===== src/rtl/vmsu_wb_ctrl.sv =====
// Wishbone slave front-end for the 8-bit Vedic signed/unsigned multiplier.
// Holds operands and mode, sequences a fixed-latency run and captures the product.
module vmsu_wb_ctrl #(
    parameter logic [31:0] BASE_ADDR   = 32'h3000_0000,
    parameter int          MUL_LATENCY = 1
) (
    input  logic        clk,
    input  logic        rst,
    input  logic        wbs_stb_i,
    input  logic        wbs_cyc_i,
    input  logic        wbs_we_i,
    input  logic [3:0]  wbs_sel_i,
    input  logic [31:0] wbs_adr_i,
    input  logic [31:0] wbs_dat_i,
    output logic        wbs_ack_o,
    output logic [31:0] wbs_dat_o,
    output logic [7:0]  mul_a,
    output logic [7:0]  mul_b,
    output logic        mul_signed,
    input  logic [15:0] mul_p,
    output logic        irq
);

    localparam logic [3:0] LAT = 4'(MUL_LATENCY);

    typedef enum logic {
        ST_IDLE,
        ST_RUN
    } state_t;

    state_t      r_state;
    state_t      w_next;
    logic [3:0]  r_cnt;
    logic        r_ack;
    logic [31:0] r_dat;
    logic [7:0]  r_opA;
    logic [7:0]  r_opB;
    logic        r_signed;
    logic        r_irqEn;
    logic        r_done;
    logic [15:0] r_result;
    logic        r_irq;

    logic        w_match;
    logic        w_req;
    logic        w_wr;
    logic        w_rd;
    logic        w_busy;
    logic        w_ctrlWr;
    logic        w_opWr;
    logic        w_statWr;
    logic        w_start;
    logic        w_capture;
    logic [31:0] w_rdata;
    logic        w_unused;

    // A request is only sampled while ack is low, which forces the 1,0,1,0 ack pattern.
    assign w_match   = (wbs_adr_i[31:4] == BASE_ADDR[31:4]);
    assign w_req     = wbs_stb_i & wbs_cyc_i & w_match & ~r_ack;
    assign w_wr      = w_req & wbs_we_i;
    assign w_rd      = w_req & ~wbs_we_i;
    assign w_busy    = (r_state == ST_RUN);
    assign w_ctrlWr  = w_wr & (wbs_adr_i[3:2] == 2'd0) & wbs_sel_i[0];
    assign w_opWr    = w_wr & (wbs_adr_i[3:2] == 2'd1) & ~w_busy;
    assign w_statWr  = w_wr & (wbs_adr_i[3:2] == 2'd3) & wbs_sel_i[0];
    assign w_start   = w_ctrlWr & wbs_dat_i[0] & ~w_busy;
    assign w_capture = w_busy & (r_cnt == 4'd0);
    assign w_unused  = ^{wbs_adr_i[1:0], wbs_dat_i[31:16], wbs_sel_i[3:2]};

    always_ff @(posedge clk) begin
        if (rst) begin
            r_state <= ST_IDLE;
        end else begin
            r_state <= w_next;
        end
    end

    always_comb begin
        w_next = r_state;
        case (r_state)
            ST_IDLE: if (w_start) w_next = ST_RUN;
            ST_RUN:  if (r_cnt == 4'd0) w_next = ST_IDLE;
            default: w_next = ST_IDLE;
        endcase
    end

    always_comb begin
        w_rdata = '0;
        case (wbs_adr_i[3:2])
            2'd0: w_rdata = {29'd0, r_irqEn, r_signed, 1'b0};
            2'd1: w_rdata = {16'd0, r_opB, r_opA};
            2'd2: w_rdata = {(r_signed ? {16{r_result[15]}} : 16'd0), r_result};
            2'd3: w_rdata = {30'd0, r_done, w_busy};
            default: w_rdata = '0;
        endcase
    end

    always_ff @(posedge clk) begin
        if (rst) begin
            r_ack    <= 1'b0;
            r_dat    <= '0;
            r_opA    <= '0;
            r_opB    <= '0;
            r_signed <= 1'b0;
            r_irqEn  <= 1'b0;
            r_done   <= 1'b0;
            r_result <= '0;
            r_cnt    <= '0;
            r_irq    <= 1'b0;
        end else begin
            r_ack <= w_req;
            r_dat <= w_rd ? w_rdata : '0;
            r_irq <= r_done & r_irqEn;
            if (w_ctrlWr) begin
                r_irqEn <= wbs_dat_i[2];
                if (!w_busy) r_signed <= wbs_dat_i[1];
            end
            if (w_opWr && wbs_sel_i[0]) r_opA <= wbs_dat_i[7:0];
            if (w_opWr && wbs_sel_i[1]) r_opB <= wbs_dat_i[15:8];
            if (w_start) begin
                r_cnt <= LAT;
            end else if (w_busy && r_cnt != 4'd0) begin
                r_cnt <= r_cnt - 4'd1;
            end
            // Capture beats a same-cycle W1C so a fresh result is never lost.
            if (w_capture) begin
                r_result <= mul_p;
                r_done   <= 1'b1;
            end else if (w_start || (w_statWr && wbs_dat_i[1])) begin
                r_done <= 1'b0;
            end
        end
    end

    assign wbs_ack_o  = r_ack;
    assign wbs_dat_o  = r_dat;
    assign mul_a      = r_opA;
    assign mul_b      = r_opB;
    assign mul_signed = r_signed;
    assign irq        = r_irq;

endmodule

===== config.mk =====
export PLATFORM = sky130hd
export DESIGN_NAME = vmsu_wb_ctrl
export DESIGN_NICKNAME = d
export VERILOG_FILES = /design/src/rtl/vmsu_wb_ctrl.sv
export SDC_FILE = /design/constraint.sdc
export NUM_CORES = 1
export LEC_CHECK = 0
export CAP_MARGIN = 5
export CORE_MARGIN = 1
export CORE_UTILIZATION = 40
export CTS_CLUSTER_SIZE = 40
export DETAILED_ROUTE_END_ITERATION = 10
export PLACE_DENSITY_LB_ADDON = 0.3
export REMOVE_ABC_BUFFERS = 1
export SLEW_MARGIN = 10
export SYNTH_ARGS = -nofsm -noshare
export SYNTH_HDL_FRONTEND = slang
export SYNTH_SLANG_ARGS = --single-unit

===== constraint.sdc =====
create_clock -name clk -period 2.3 [get_ports clk]
set_input_delay 0.575 -clock clk [delete_from_list [all_inputs] [get_ports clk]]
set_output_delay 0.575 -clock clk [all_outputs]
set_load 0.01 [all_outputs]

# Yosys cells after proc, flatten, opt, wreduce, memory -nomap -nowiden
# Index checks and enable logic that the tools add are counted.
# Widths: inputs -> output; s select.
[totals]
mem_bits_ro = 0
wordCells = 58
regBits = 74
mem_count = 0
output_inout_bits = 51
mem_bits_rw = 0
latchBits = 0
in_bits = 89
[classes]
bitwise = 19
n_reduce_logical = 13
n_mul = 0
magnitude_cmp = 0
mux = 9
addsub = 1
div_mod_pow = 0
eq_ne = 4
shift = 0
[ops]
columns = ["op", "n"]
rows = [
  ["$pmux 32 s4", 1],
  ["$eq 28x26->1 const B", 1],
  ["$mux 16", 1],
  ["$and 1x1->1", 15],
  ["$mux 1", 6],
  ["$eq 2x2->1 const B", 2],
  ["$logic_and 1x1->1", 4],
  ["$logic_not 4->1", 1],
  ["$not 1->1", 4],
  ["$reduce_bool 2->1", 2],
  ["$reduce_bool 4->1", 1],
  ["$reduce_or 2->1", 2],
  ["$sub 4x1->4 const B", 1],
  ["$eq 2x1->1 const B", 1],
  ["$logic_not 2->1", 1],
  ["$pmux 1 s2", 1],
  ["$reduce_and 2->1", 1],
  ["$logic_or 1x1->1", 1],
]

# Longest topological paths before layout
# Gate-level depths: netlist (run 1).
[depth]
depth_word = 11
ltp_mapped = 7

# Worst setup path after synthesis (run 1)
# Ideal clock, no wire load.
[synth_path]
path_kind = "input-to-reg"
startpoint = "input wbs_adr_i[5]"
endpoint = "register r_dat[10], in the netlist wbs_dat_o[10]"
setup_time_ns = 0.063
n_path_buf = 2
arrival_time_ns = 1.968
slack_ns = 0.269
stages = 6
cell_sequence = "nor4bb_1 -> nand4_2 -> or4_4 -> buf_6 -> buf_12 -> nor2_4"
[synth_via]
elab_chain_cells = 6
[synth_lines]
columns = ["element", "line", "text"]
rows = [
  ["from (decl)", "13", "input logic [31:0] wbs_adr_i,"],
  ["$eq 28x26->1", "58", "assign w_match = (wbs_adr_i[31:4] == BASE_ADDR[31:4]);"],
  ["$and 1x1->1 (2 in series)", "59", "assign w_req = wbs_stb_i & wbs_cyc_i & w_match & ~r_ack;"],
  ["$and 1x1->1", "61", "assign w_rd = w_req & ~wbs_we_i;"],
  ["$not 1->1 (no line)", "-", ""],
  ["$reduce_or 2->1 (no line)", "-", ""],
  ["to (signal assigned)", "112", "r_dat <= w_rd ? w_rdata : '0;"],
  ["to (decl)", "35", "logic [31:0] r_dat;"],
]
# Every way passes these cells.
# A chain may end at the register's enable or synchronous reset.

# Final worst setup path (run 1)
[layout_path]
startpoint = "input wbs_adr_i[3]"
endpoint = "register r_dat[6], in the netlist wbs_dat_o[6]"
[layout_via]
elab_chain_cells = 2
elab_cells_between_ends = 5
[layout_lines]
columns = ["element", "line", "text"]
rows = [
  ["$eq 2x2->1 (tied with other cells)", "89", "case (wbs_adr_i[3:2])"],
  ["$pmux 32 s4 *", "89", ""],
]
# Mark *: on every way between the ends. The rest lies on a longest branch, timed or not.

==> metrics.txt, run 1 <==
CP Class=input port to register; share of cells above drive strength 1=15.7%; total clock sinks=59; Post-Synthesis Cell Area=2720 um2; count of pins on the block boundary=140; buffer cell driving the clock tree root=sky130_fd_sc_hd__clkbuf_8; starting utilization of the core area=42.2%; most common library cell in the layout ignoring fill and taps=sky130_fd_sc_hd__clkdlybuf4s50_1; Yosys warning count=0; top library cells by usage in the layout, fill and taps aside=sky130_fd_sc_hd__clkdlybuf4s50_1, sky130_fd_sc_hd__dfxtp_1, sky130_fd_sc_hd__nand2_1, sky130_fd_sc_hd__nand2b_1, sky130_fd_sc_hd__a21oi_1; Die Area=7140 um2; Total Nets Final=493; chip width=84.5 um; maximum root-to-sink buffer count=2; Die Y=84.5 um; syn_area_per_cell=9.62 um2; detailed-placement wirelength estimate=4940 um; sequential fraction of the synthesis area=43.4%; CTS H-tree depth=3; number of standard cells after synthesis=283; cell count after placement=468; diode insertion count for antenna repair=0; antenna violations before repair=0; clk_skew=0.00664 ns; Post-CTS Setup Repair Bufs=0; area grow syn2layout=56.6%; Rows=29; endpoint of the worst-slack reg-to-reg timing path=r_cnt[1]; critical path data arrival time=2.46 ns; post-route insts no fill=484; final-layout setup total negative slack=0 ns; crit start category=input port; Vias per Instance=4.94; critical-path maximum fanout=14; final hold violation count=0; Worst Hold Endpoint=r_result[6]; setup slack, reg-to-reg=0.47 ns; path depth of the worst reg2reg path=6; CTS tree=done; highest achievable clock rate=458 MHz; minimum clock period=2.18 ns; global-route wire length before repair=11,000 um; FFs w/ async S/R, synth=0%; violated checks=design-rule violations; clock buffers created by TritonCTS=9; largest net degree at the start of global routing=58; Hold Crit Start=r_result[6]; beginning of the worst register-to-register path=r_cnt[0]; max-cap viol count=0; Worst VDD drop=0.465 mV; drc violations=5; leakage power figure=1.45 nW; RSZ-0062 raised after global routing=no; global-route usage over all layers=20.0%; vias in the first global route=2,293; period utilisation layout=95.0%; clock transition time at the flip-flop clock pins of the worst setup and hold paths=0.07 ns; DRT Pass-1 Iters=8; number of enable-type register cells in the synthesized netlist=0; number of distinct library cell variants in the gate-level netlist after synthesis=41; number of cells traversed by the worst hold path=2; count of input and output buffers=119; wire length after detailed routing=6820 um; Power per Cell Area=560 nW/um2; average wire length per cell after detail routing=14.1 um; pins over their slew limit=0; count of routing violations after the opening detailed-route iteration=132; number of setup violations in the final report=0; Worst Path Required=2.57 ns; Core ar.=6460 um2; Worst Max-Slew Pin Slew=1.14 ns; clock network latency to the later pin of the worst-skew pair=0.34 ns; flip-flop cell with the highest count after synthesis=sky130_fd_sc_hd__dfxtp_1; count of vias placed by the detailed router=2,389; run status=finished with violations; Slew headroom=23.8%; Synth Register Bits=59; number of antenna-violating nets in the routed design=0; overflow left after global routing=0; gpl congestion=0.763; CP endpoint kind=register; Worst Hold Class=register to register
==> stage by stage <==
stage                     util, %  power, mW  hold WS [ns]  instance area (um2)  worst slack [ns]
after global placement       62.1       1.24         0.442                 4010            -0.272
after floorplan                 -       1.08         0.427                 2520            -0.553
after global routing         66.0       2.47         0.469                 4260           0.00937
final                        66.0       2.39         0.455                 4260             0.116
after detailed placement     62.1       1.24         0.446                 4010            -0.284
after CTS                    65.9       2.41         0.456                 4260            0.0723
==> metal layers <==
layer  GRT usage, %  vias up  routed length (um)
li1               -     1187                   -
met1           21.9     1115                2650
met2           37.0       72                3700
met3           4.62       15                 346
met4           7.86        0                 125
met5              0        -                   0
==> flip-flops by register name, indices dropped and copies added, names as in the netlist <==
signal      flops
r_cnt           4
mul_signed      1
r_result       16
r_irqEn         1
r_done          1
r_state         1
wbs_dat_o      17
mul_a           8
mul_b           8
irq             1
wbs_ack_o       1
==> synthesized netlist by cell type, types with 5 or more instances <==
library cell / n / area (um2)
sky130_fd_sc_hd__a21oi_1: 20 / 100
sky130_fd_sc_hd__a22oi_1: 14 / 105
sky130_fd_sc_hd__buf_4: 15 / 113
sky130_fd_sc_hd__clkbuf_1: 13 / 48.8
sky130_fd_sc_hd__dfxtp_1: 59 / 1180
sky130_fd_sc_hd__mux2i_1: 19 / 190
sky130_fd_sc_hd__nand2_1: 36 / 135
sky130_fd_sc_hd__nand2b_1: 34 / 213
sky130_fd_sc_hd__nand3_1: 5 / 25.0
sky130_fd_sc_hd__nor2_1: 9 / 33.8
sky130_fd_sc_hd__nor2_4: 10 / 113
sky130_fd_sc_hd__nor3_1: 8 / 40.0
==> worst max-delay path, cell delays in order <==
cell and delay, ns:
sky130_fd_sc_hd__clkdlybuf4s50_1 0.43, sky130_fd_sc_hd__buf_4 0.16, sky130_fd_sc_hd__nor2b_1 0.87, sky130_fd_sc_hd__a22oi_1 0.29, sky130_fd_sc_hd__nor2_4 0.12
==> power breakdown <==
part | internal [mW] | total, mW | leakage [nW] | switching [mW]
clock network | 0.751 | 1.17 | 0.123 | 0.419
registers | 1.02 | 1.02 | 0.475 | 0.0000000000432
logic | 0.134 | 0.199 | 0.850 | 0.0644
total | 1.91 | 2.39 | 1.45 | 0.483
==> cell type report <==
type | instances | area, um2
inverter | 3 | 11.3
timing repair buffer | 140 | 1390
tap | 77 | 96.3
clock inverter | 6 | 111
multi-input combinational | 189 | 1340
fill | 517 | 2190
clock buffer | 10 | 138
sequential | 59 | 1180
==> repair_timing <==
item / CTS / global route
hold buffers: 0 / 0
gates resized for setup: 0 / 1
endpoints found under the setup margin: 0 / 1
==> logic make-up after synthesis <==
kind of cell    count (synthesis)  share of synthesized area (%)
simple gates                  127                           30.4
mux                            22                           8.64
compound gates                 35                           7.86
fa+ha+maj                       2                          0.919
xor+xnor                        3                          0.965
buf+inv                        35                           7.86
flops                          59                           43.4
==> worst max path at each step <==
stage                  from       endpoint  cells past startpoint
6_report       wbs_adr_i[3]   wbs_dat_o[6]                      5
5_1_grt        wbs_adr_i[3]  wbs_dat_o[12]                      5
4_1_cts        wbs_adr_i[3]  wbs_dat_o[13]                      5
3_5_place_dp   wbs_adr_i[3]  wbs_dat_o[13]                      5
3_3_place_gp   wbs_adr_i[3]   wbs_dat_o[8]                      5
2_1_floorplan  wbs_adr_i[5]       mul_a[0]                      4
(Power assumes the default switching activity.)
==> run 2: changes to the inputs <==
--- a/config.mk
+++ b/config.mk
@@ -6,8 +6,10 @@
 export NUM_CORES = 1
 export LEC_CHECK = 0
 export CAP_MARGIN = 5
+export CELL_PAD_IN_SITES_DETAIL_PLACEMENT = 0
+export CELL_PAD_IN_SITES_GLOBAL_PLACEMENT = 1
 export CORE_MARGIN = 1
-export CORE_UTILIZATION = 40
+export CORE_UTILIZATION = 31
 export CTS_CLUSTER_SIZE = 40
 export DETAILED_ROUTE_END_ITERATION = 10
 export PLACE_DENSITY_LB_ADDON = 0.3
==> constraint.sdc (replaced) <==
create_clock -name clk -period 2.61 [get_ports clk]
set_input_delay 0.6525 -clock clk [delete_from_list [all_inputs] [get_ports clk]]
set_output_delay 0.6525 -clock clk [all_outputs]
set_load 0.01 [all_outputs]
==> run 2 against run 1 <==
The flow now finishes without violations. Hold slack worse by 0.0017 ns. Cell count is 4.8% higher. Cell area is 1.9% lower. Die area is 28% higher. Global-route usage fell by 3.0 points. Utilization decreased by 16 points. Sequential share of layout area rose by 0.54 points. Routed wire length increased by 5.5%. Critical path type unchanged. Highest routed layer unchanged.
==> metrics.txt, run 2 (synthesis results as in run 1) <==
share of cells above drive strength 1=14.4% (-1.3 points); Die Area=9160 um2 (+28%); RSZ-0062 raised after global routing=no; area grow syn2layout=53.6%; wire length after detailed routing=7190 um (+5.5%); chip width=95.7 um (+13%); minimum clock period=2.28 ns; number of setup violations in the final report=0 (unchanged); largest net degree at the start of global routing=31 (-47%); stage delay of the slowest cell on the critical path=0.69 ns (-0.18 ns); number of gates resized after cts=0 (unchanged); critical-path maximum fanout=5 (-9); overall power after layout=1.90 mW (-21%); starting utilization of the core area=32.6% (-9.5 points); Worst Path Required=2.88 ns (+0.31 ns); Core ar.=8340 um2 (+29%); average wire length per cell after detail routing=14.2 um (+0.70%); Post-CTS Setup Repair Bufs=0 (unchanged); Worst Hold Class=register to register; Worst Max-Slew Pin Slew=0.774 ns (-0.367 ns); crit start category=input port; Die Y=95.7 um (+13%); Vias per Instance=4.54 (-7.9%); worst-path cell chain=clkdlybuf4s50_1, nor4bb_1, nand4_2, or4_2, a21oi_1; buffer cell driving the clock tree root=sky130_fd_sc_hd__clkbuf_8; leakage power figure=1.39 nW (-3.7%); period utilisation layout=87.5%; count of vias placed by the detailed router=2,304 (-3.6%); diode insertion count for antenna repair=0 (unchanged); Fin Hold WS=0.453 ns (-0.00168 ns); clock transition time at the flip-flop clock pins of the worst setup and hold paths=0.06 ns (about the same); CP Class=input port to register; global-route wire length before repair=11,500 um (+4.1%); count of pins on the block boundary=140 (unchanged); cts-stage hold buffer count=0 (unchanged); antenna violations before repair=0 (unchanged); sequential cell area=1180 um2 (unchanged); most common library cell in the layout ignoring fill and taps=sky130_fd_sc_hd__clkdlybuf4s50_1; Rows=33 (+14%); clock buffers created by TritonCTS=9 (unchanged); cell type of the slowest stage on the worst timing path=sky130_fd_sc_hd__or4_2; Slew headroom=48.3% (+25 points); DRT Pass-1 Iters=4 (-4); clock network latency to the later pin of the worst-skew pair=0.34 ns (about the same); max-cap viol count=0 (unchanged); vias in the first global route=2,361 (+3.0%); Power per Cell Area=453 nW/um2 (-19%); Total Nets Final=488 (-1.0%); number of antenna-violating nets in the routed design=0 (unchanged); cell class contributing the biggest share of worst-path delay=simple AND/OR/NAND/NOR gates; count of routing violations after the opening detailed-route iteration=55 (-58%); CTS H-tree depth=3 (unchanged); final hold violation count=0 (unchanged); overflow left after global routing=0 (unchanged); Worst VDD drop=0.250 mV (-46%); count of input and output buffers=119 (unchanged); total clock sinks=59 (unchanged); critical path data arrival time=2.55 ns (+0.09 ns); drc violations=0 (-5); highest achievable clock rate=438 MHz; run status=completed; global-route usage over all layers=16.9% (-3.0 points); buffers and inverters on the worst path=1 (-1); pins over their slew limit=0 (unchanged); CP endpoint kind=register; flip-flop count of the largest register, all copies and words added=17 (unchanged); area of the multi-input gates=1330 um2 (-0.47%); gpl congestion=0.758 (-0.62%); CTS tree=done; maximum root-to-sink buffer count=2 (unchanged); detailed-placement wirelength estimate=5340 um (+8.1%); top library cells by usage in the layout, fill and taps aside=sky130_fd_sc_hd__clkdlybuf4s50_1, sky130_fd_sc_hd__dfxtp_1, sky130_fd_sc_hd__nand2_1, sky130_fd_sc_hd__nand2b_1, sky130_fd_sc_hd__a21oi_1; clk_skew=0.00759 ns (+0.000955 ns); fill cell total of the finished layout=784 (+52%)
## run 2: worst paths after layout
| kind | end | cells after the start | from | slack [ns] |
|---|---|---|---|---|
| setup reg to reg | r_cnt[1] | 6 | r_cnt[0] | 0.85 |
| hold / removal | r_result[11] | 2 | r_result[11] | 0.45 |
| hold reg to reg | r_result[11] | 2 | r_result[11] | 0.45 |
| setup / recovery | r_state | 5 | wbs_cyc_i | 0.33 |
## run 2: tightest hold or removal path: cells and delay by family (launching register included)
kind | cells | cell delay [ns]
AND/OR/NAND/NOR | 1 | 0.05
AO/OA/AOI/OAI | 1 | 0.05
flip-flops | 1 | 0.31
## run 2: metrics by stage
stage	cells	utilization, %	TNS [ns]	setup slack, ns	instance area (um2)
3_5_place_dp	491	47.8	0	0.00418	3990
4_1_cts	507	50.1	0	0.319	4180
6_report	507	50.1	0	0.326	4180
5_1_grt	507	50.1	0	0.279	4180
3_3_place_gp	491	47.8	0	0.0429	3990
2_1_floorplan	251	-	-2.57	-0.321	2520
## run 2: cell type report
cell class / count / area share (%)
Multi-Input combinational cell: 189 / 31.9
Timing Repair Buffer: 135 / 31.8
Sequential cell: 59 / 28.2
Clock buffer: 11 / 3.38
Tap cell: 105 / 3.14
Clock inverter: 5 / 1.26
Inverter: 3 / 0.269
## run 2: layer usage
metal  share of wire (%)  vias up  track usage [%]
met5                   0        -                0
met4                0.76        0             3.73
met3                 4.4        5             5.37
met2                  53       52             30.9
met1                  42     1068             19.2
li1                    -     1179                -
## run 2: where the power goes
part	internal [mW]	total, mW	switching, mW
clock network	0.462	0.823	0.361
logic	0.115	0.173	0.0585
registers	0.900	0.900	0.0000000000404
==> run 3: changes to the inputs <==
--- a/config.mk
+++ b/config.mk
@@ -12,6 +12,8 @@
 export CORE_UTILIZATION = 31
 export CTS_CLUSTER_SIZE = 40
 export DETAILED_ROUTE_END_ITERATION = 10
+export GPL_ROUTABILITY_DRIVEN = 0
+export HOLD_SLACK_MARGIN = 0.02
 export PLACE_DENSITY_LB_ADDON = 0.3
 export REMOVE_ABC_BUFFERS = 1
 export SLEW_MARGIN = 10
==> results of run 3 <==
The final DEF is identical to that of run 2; final timing and power are the same.
